<file path="src/rtl/mul_pkg.sv">
// rtl/mul_pkg.sv - shared FSM encoding and product-extension helpers for the MAC sequencer
package mul_pkg;

  localparam logic [1:0] S_IDLE = 2'd0;
  localparam logic [1:0] S_MUL  = 2'd1;
  localparam logic [1:0] S_REST = 2'd2;
  localparam logic [1:0] S_OUT  = 2'd3;

  function automatic logic acc_w_ok(input int data_w, input int acc_w);
    return acc_w >= 2 * data_w;
  endfunction

  // Widens a prod_w-bit product to 64 bits; callers truncate to their accumulator width.
  function automatic logic [63:0] ext_product(input logic [63:0] product, input int prod_w,
                                              input logic sign);
    logic [63:0] r;
    logic        msb;
    msb = product[prod_w-1];
    for (int i = 0; i < 64; i++) begin
      r[i] = (i < prod_w) ? product[i] : (sign & msb);
    end
    return r;
  endfunction

endpackage

</file>
<file path="src/rtl/mul_acc_add.sv">
// rtl/mul_acc_add.sv - extend a product to accumulator width and add it, flagging overflow
module mul_acc_add
  import mul_pkg::*;
#(
  parameter int DATA_W = 4,
  parameter int ACC_W  = 16
) (
  input  logic [ACC_W-1:0]    acc,
  input  logic [2*DATA_W-1:0] product,
  input  logic                sign,
  input  logic                clr,
  output logic [ACC_W-1:0]    sum,
  output logic                ovf_this
);

  logic [ACC_W-1:0] ext;
  logic [ACC_W-1:0] base;
  logic [ACC_W:0]   full;

  assign ext  = ACC_W'(ext_product(64'(product), 2 * DATA_W, sign));
  assign base = clr ? '0 : acc;
  assign full = {1'b0, base} + {1'b0, ext};
  assign sum  = full[ACC_W-1:0];

  // Signed: same-sign addends producing a different-sign sum; unsigned: carry out.
  always_comb begin
    ovf_this = 1'b0;
    if (!clr) begin
      if (sign) begin
        ovf_this = (base[ACC_W-1] == ext[ACC_W-1]) && (sum[ACC_W-1] != base[ACC_W-1]);
      end else begin
        ovf_this = full[ACC_W];
      end
    end
  end

endmodule

</file>
<file path="src/rtl/mul_acc_seq.sv">
// rtl/mul_acc_seq.sv - streaming MAC sequencer driving an iterative multiplier
module mul_acc_seq
  import mul_pkg::*;
#(
  parameter int DATA_W = 4,
  parameter int ACC_W  = 16
) (
  input  logic                clk,
  input  logic                rst,
  input  logic                in_valid,
  output logic                in_ready,
  input  logic [DATA_W-1:0]   in_a,
  input  logic [DATA_W-1:0]   in_b,
  input  logic                in_sign,
  input  logic                in_clr,
  input  logic                in_last,
  output logic                out_valid,
  input  logic                out_ready,
  output logic [ACC_W-1:0]    out_acc,
  output logic                out_ovf,
  output logic                mul_en,
  output logic                mul_sign,
  output logic [DATA_W-1:0]   mul_op_a,
  output logic [DATA_W-1:0]   mul_op_b,
  input  logic                mul_done,
  input  logic [2*DATA_W-1:0] mul_product
);

  if (!acc_w_ok(DATA_W, ACC_W)) begin : g_acc_w_check
    $error("mul_acc_seq: ACC_W must be at least 2*DATA_W");
  end

  logic [1:0]        state;
  logic [DATA_W-1:0] a_r;
  logic [DATA_W-1:0] b_r;
  logic              sign_r;
  logic              clr_r;
  logic              last_r;
  logic [ACC_W-1:0]  acc;
  logic              ovf;
  logic [ACC_W-1:0]  sum;
  logic              ovf_this;

  mul_acc_add #(
    .DATA_W (DATA_W),
    .ACC_W  (ACC_W)
  ) u_add (
    .acc      (acc),
    .product  (mul_product),
    .sign     (sign_r),
    .clr      (clr_r),
    .sum      (sum),
    .ovf_this (ovf_this)
  );

  always_ff @(posedge clk) begin
    if (rst) begin
      state  <= S_IDLE;
      a_r    <= '0;
      b_r    <= '0;
      sign_r <= 1'b0;
      clr_r  <= 1'b0;
      last_r <= 1'b0;
      acc    <= '0;
      ovf    <= 1'b0;
    end else begin
      case (state)
        S_IDLE: begin
          if (in_valid) begin
            a_r    <= in_a;
            b_r    <= in_b;
            sign_r <= in_sign;
            clr_r  <= in_clr;
            last_r <= in_last;
            state  <= S_MUL;
          end
        end
        S_MUL: begin
          if (mul_done) begin
            acc   <= sum;
            ovf   <= (clr_r ? 1'b0 : ovf) | ovf_this;
            state <= S_REST;
          end
        end
        // One cycle with en low so the multiplier re-arms before the next operand.
        S_REST: begin
          state <= last_r ? S_OUT : S_IDLE;
        end
        S_OUT: begin
          if (out_ready) begin
            acc   <= '0;
            ovf   <= 1'b0;
            state <= S_IDLE;
          end
        end
        default: state <= S_IDLE;
      endcase
    end
  end

  assign in_ready  = (state == S_IDLE) && !rst;
  assign mul_en    = (state == S_MUL);
  assign mul_sign  = sign_r;
  assign mul_op_a  = a_r;
  assign mul_op_b  = b_r;
  assign out_valid = (state == S_OUT);
  assign out_acc   = acc;
  assign out_ovf   = ovf;

endmodule

</file>
<file path="config.mk">
export PLATFORM = sky130hd
export DESIGN_NAME = mul_acc_seq
export DESIGN_NICKNAME = d
export VERILOG_FILES = /design/src/rtl/mul_pkg.sv /design/src/rtl/mul_acc_add.sv /design/src/rtl/mul_acc_seq.sv
export SDC_FILE = /design/constraint.sdc
export NUM_CORES = 1
export LEC_CHECK = 0
export CORE_MARGIN = 2
export CORE_UTILIZATION = 53
export DETAILED_ROUTE_END_ITERATION = 10
export GPL_TIMING_DRIVEN = 0
export PLACE_DENSITY = 0.86
export SETUP_SLACK_MARGIN = 0.5
export SYNTH_ARGS = -nofsm -noshare
export SYNTH_HDL_FRONTEND = slang
export SYNTH_SLANG_ARGS = --single-unit
</file>
<file path="constraint.sdc">
create_clock -name clk -period 4.1 [get_ports clk]
set_input_delay 0.615 -clock clk [delete_from_list [all_inputs] [get_ports clk]]
set_output_delay 0.615 -clock clk [all_outputs]
set_load 0.02 [all_outputs]
</file>
==> run summary <==
run status = completed
Worst Setup Start Kind = input pin
total CTS buffers = 5
setup TNS = 0 ns
worst skew pair latency = 0.29 ns
Die X = 66.62 um
Antenna Nets Post-Route = 0
First DRT Iteration DRCs = 91
IO Pins = 53
via count = 2,047
Sink Count = 30
antenna violations before repair = 0
maxcap violations = 0
Post-CTS Setup Inserts = 0
Avg WL per Cell = 13.86 um
count leader, synth = nand2_1
CP max FO = 13
Setup Viol. Count Final = 0
Reg2Reg Launch Point = clr_r
post-synthesis cell count = 261
Die H = 66.62 um
Cell Area, Synth = 2078 um2
syn_area_per_cell = 7.963 um2
number of global-route vias before repair = 2,022
fin crit share = 84.66%
Internal Pwr Total = 0.0005719 W
PwrDens = 291.9 nW/um2
final hold viol count = 0
Most used DFF post-synth = dfxtp_1
RSZ-0062 raised after global routing = no
Clk pwr share = 38.3%
Post-synth EDFFs = 0
skew final = 0.007614 ns
Area contributors post-synth = dfxtp_1 29%, nand2_1 7.6%, ha_1 7.2%, a21oi_1 5.5%, xnor2_1 5.1%
critical path class = in2reg
yosys warns = 0
Psw = 0.0002351 W
sequential area share after synthesis = 28.90%
worst reg2reg path depth = 12
Critical Path End Type = flip-flop
Critical Path AT = 3.65 ns
filler instances = 304
Hold Path Class = reg2reg
die area = 4438 um2
Logic pwr share = 22.8%
Hold Path Origin = mul_op_a[0]
Clk pin slew, worst setup/hold paths = 0.07 ns
CTS root buf = clkbuf_8
post-synth top area cell = dfxtp_1
ys async rst share = 0%
Synth top cells by count = 42 x nand2_1, 30 x dfxtp_1, 24 x nor2_1
WL final = 5101 um
Net Count, Synth = 298
Tmin final = 3.471 ns
Yosys top cell area share = 28.90%
Max VDD drop = 0.0002402 V
P_leak = 1.153 nW
Initial DRT Pass Iterations = 4
H-tree depth = 2
Synth Register Bits = 30
Hold Path Stages = 2
share of cells above drive strength 1 = 8.750%
Buffers on Ports = 51
Worst Tran Pin Value = 0.6475 ns
gpl congestion = 0.8424
overall global routing resource usage = 25.33%
Nets = 356
share of power burned in registers = 39.0%
Max Slew Vio Count = 0
Peak Freq = 288.1 MHz
first-pass GRT wire length = 8707 um
grt total ovfl = 0
vias per cell = 5.563
core box area = 3716 um2
Slew HR = 56.83%
largest net degree at the start of global routing = 14
Area Growth Syn to Fin = 33.05%
initial core utilization = 55.93%
CTS Buffer Depth = 2
switch share = 29.14%
Fin Hold WS = 0.4563 ns
# diodes = 0
CP startpoint = mul_product[7]
WP data required = 4.28 ns
num rows = 22
post-route DRC violation count = 0
dpl hpwl = 3776 um
Yosys cell types = 58
CTS tree = done
state kept, by name, indices dropped and copies added, names as in the netlist:
signal,flops
last_r,1
mul_op_a,4
mul_op_b,4
state,2
clr_r,1
mul_sign,1
out_ovf,1
out_acc,16
per-layer routing:
metal  vias to the layer above  track usage, %  wire length (um)
li1                       1034               -                 -
met3                        11           7.264               292
met5                         -               0                 0
met4                         0           8.418                70
met2                        45           42.25              2407
met1                       957           31.15              2331
placed cells by master (no fill, tap or decap), types with 4 or more instances in the layout:
master           count
clkbuf_1             7
clkdlybuf4s50_1     51
xnor2_1             12
a21oi_1             23
nor3_1               4
nor2b_1             16
xor2_1               4
a22oi_1              7
o21ai_0              5
nor2_1              24
nand3_1              7
ha_1                12
clkbuf_8             5
nand2_1             42
dfxtp_1             30
stage by stage:
step	utilization (%)	setup WS [ns]	cells	total power, W	cell area (um2)
2_1_floorplan	-	1.296	261	0.0004308	2078
3_3_place_gp	71.28	0.3552	360	0.0004988	2649
3_5_place_dp	71.28	0.2998	360	0.0005028	2649
4_1_cts	74.34	0.5896	368	0.0008069	2763
5_1_grt	74.41	0.5163	368	0.0008412	2765
6_report	74.41	0.6289	368	0.0008071	2765
critical path, stage by stage:
cell             delay (ns)
clkdlybuf4s50_1        0.66
nand2_4                0.16
inv_2                  0.15
clkbuf_4               0.25
ha_1                   0.30
or2_1                  0.25
maj3_2                 0.32
a21oi_1                0.16
o21bai_1               0.09
a41oi_2                0.31
nor4_1                 0.10
a311o_1                0.28
worst paths after layout:
path | to | slack [ns]
setup / recovery | out_ovf | 0.63
hold / removal | mul_op_a[0] | 0.46
hold reg to reg | mul_op_a[0] | 0.46
setup reg to reg | out_ovf | 0.75
final cells by class:
type	instances	area [um2]	share of cell area [%]
buffer	12	60.06	2.172
clock buffer	5	68.82	2.489
clock inverter	3	45.04	1.629
inverter	3	11.26	0.4072
multi-input combinational	216	1409	50.95
sequential	30	600.6	21.72
tap	48	60.06	2.172
timing repair buffer	51	510.5	18.46
what timing repair did:
item	in CTS	in global routing
setup endpoints to repair	0	2
hold endpoints to repair	0	0
resized for setup	0	1
hold buffers	0	0
power groups by stage:
stage	Combinational (W)	Sequential, W	Clock (W)
finish	0.000184	0.000314	0.000309
global route	0.000200	0.000316	0.000324
CTS	0.000183	0.000314	0.000309
detailed placement	0.000182	0.000321	0
global placement	0.000178	0.000321	0
floorplan	0.0000973	0.000334	0
cell families after synthesis:
family	synth area share [%]
flip-flops	28.90
AO/OA/AOI/OAI	21.67
buffers and inverters	3.311
AND/OR/NAND/NOR	28.60
multiplexers	2.047
adder cells (fa/ha/maj)	8.729
XOR/XNOR	6.743
Power figures use the tool's default switching activity.
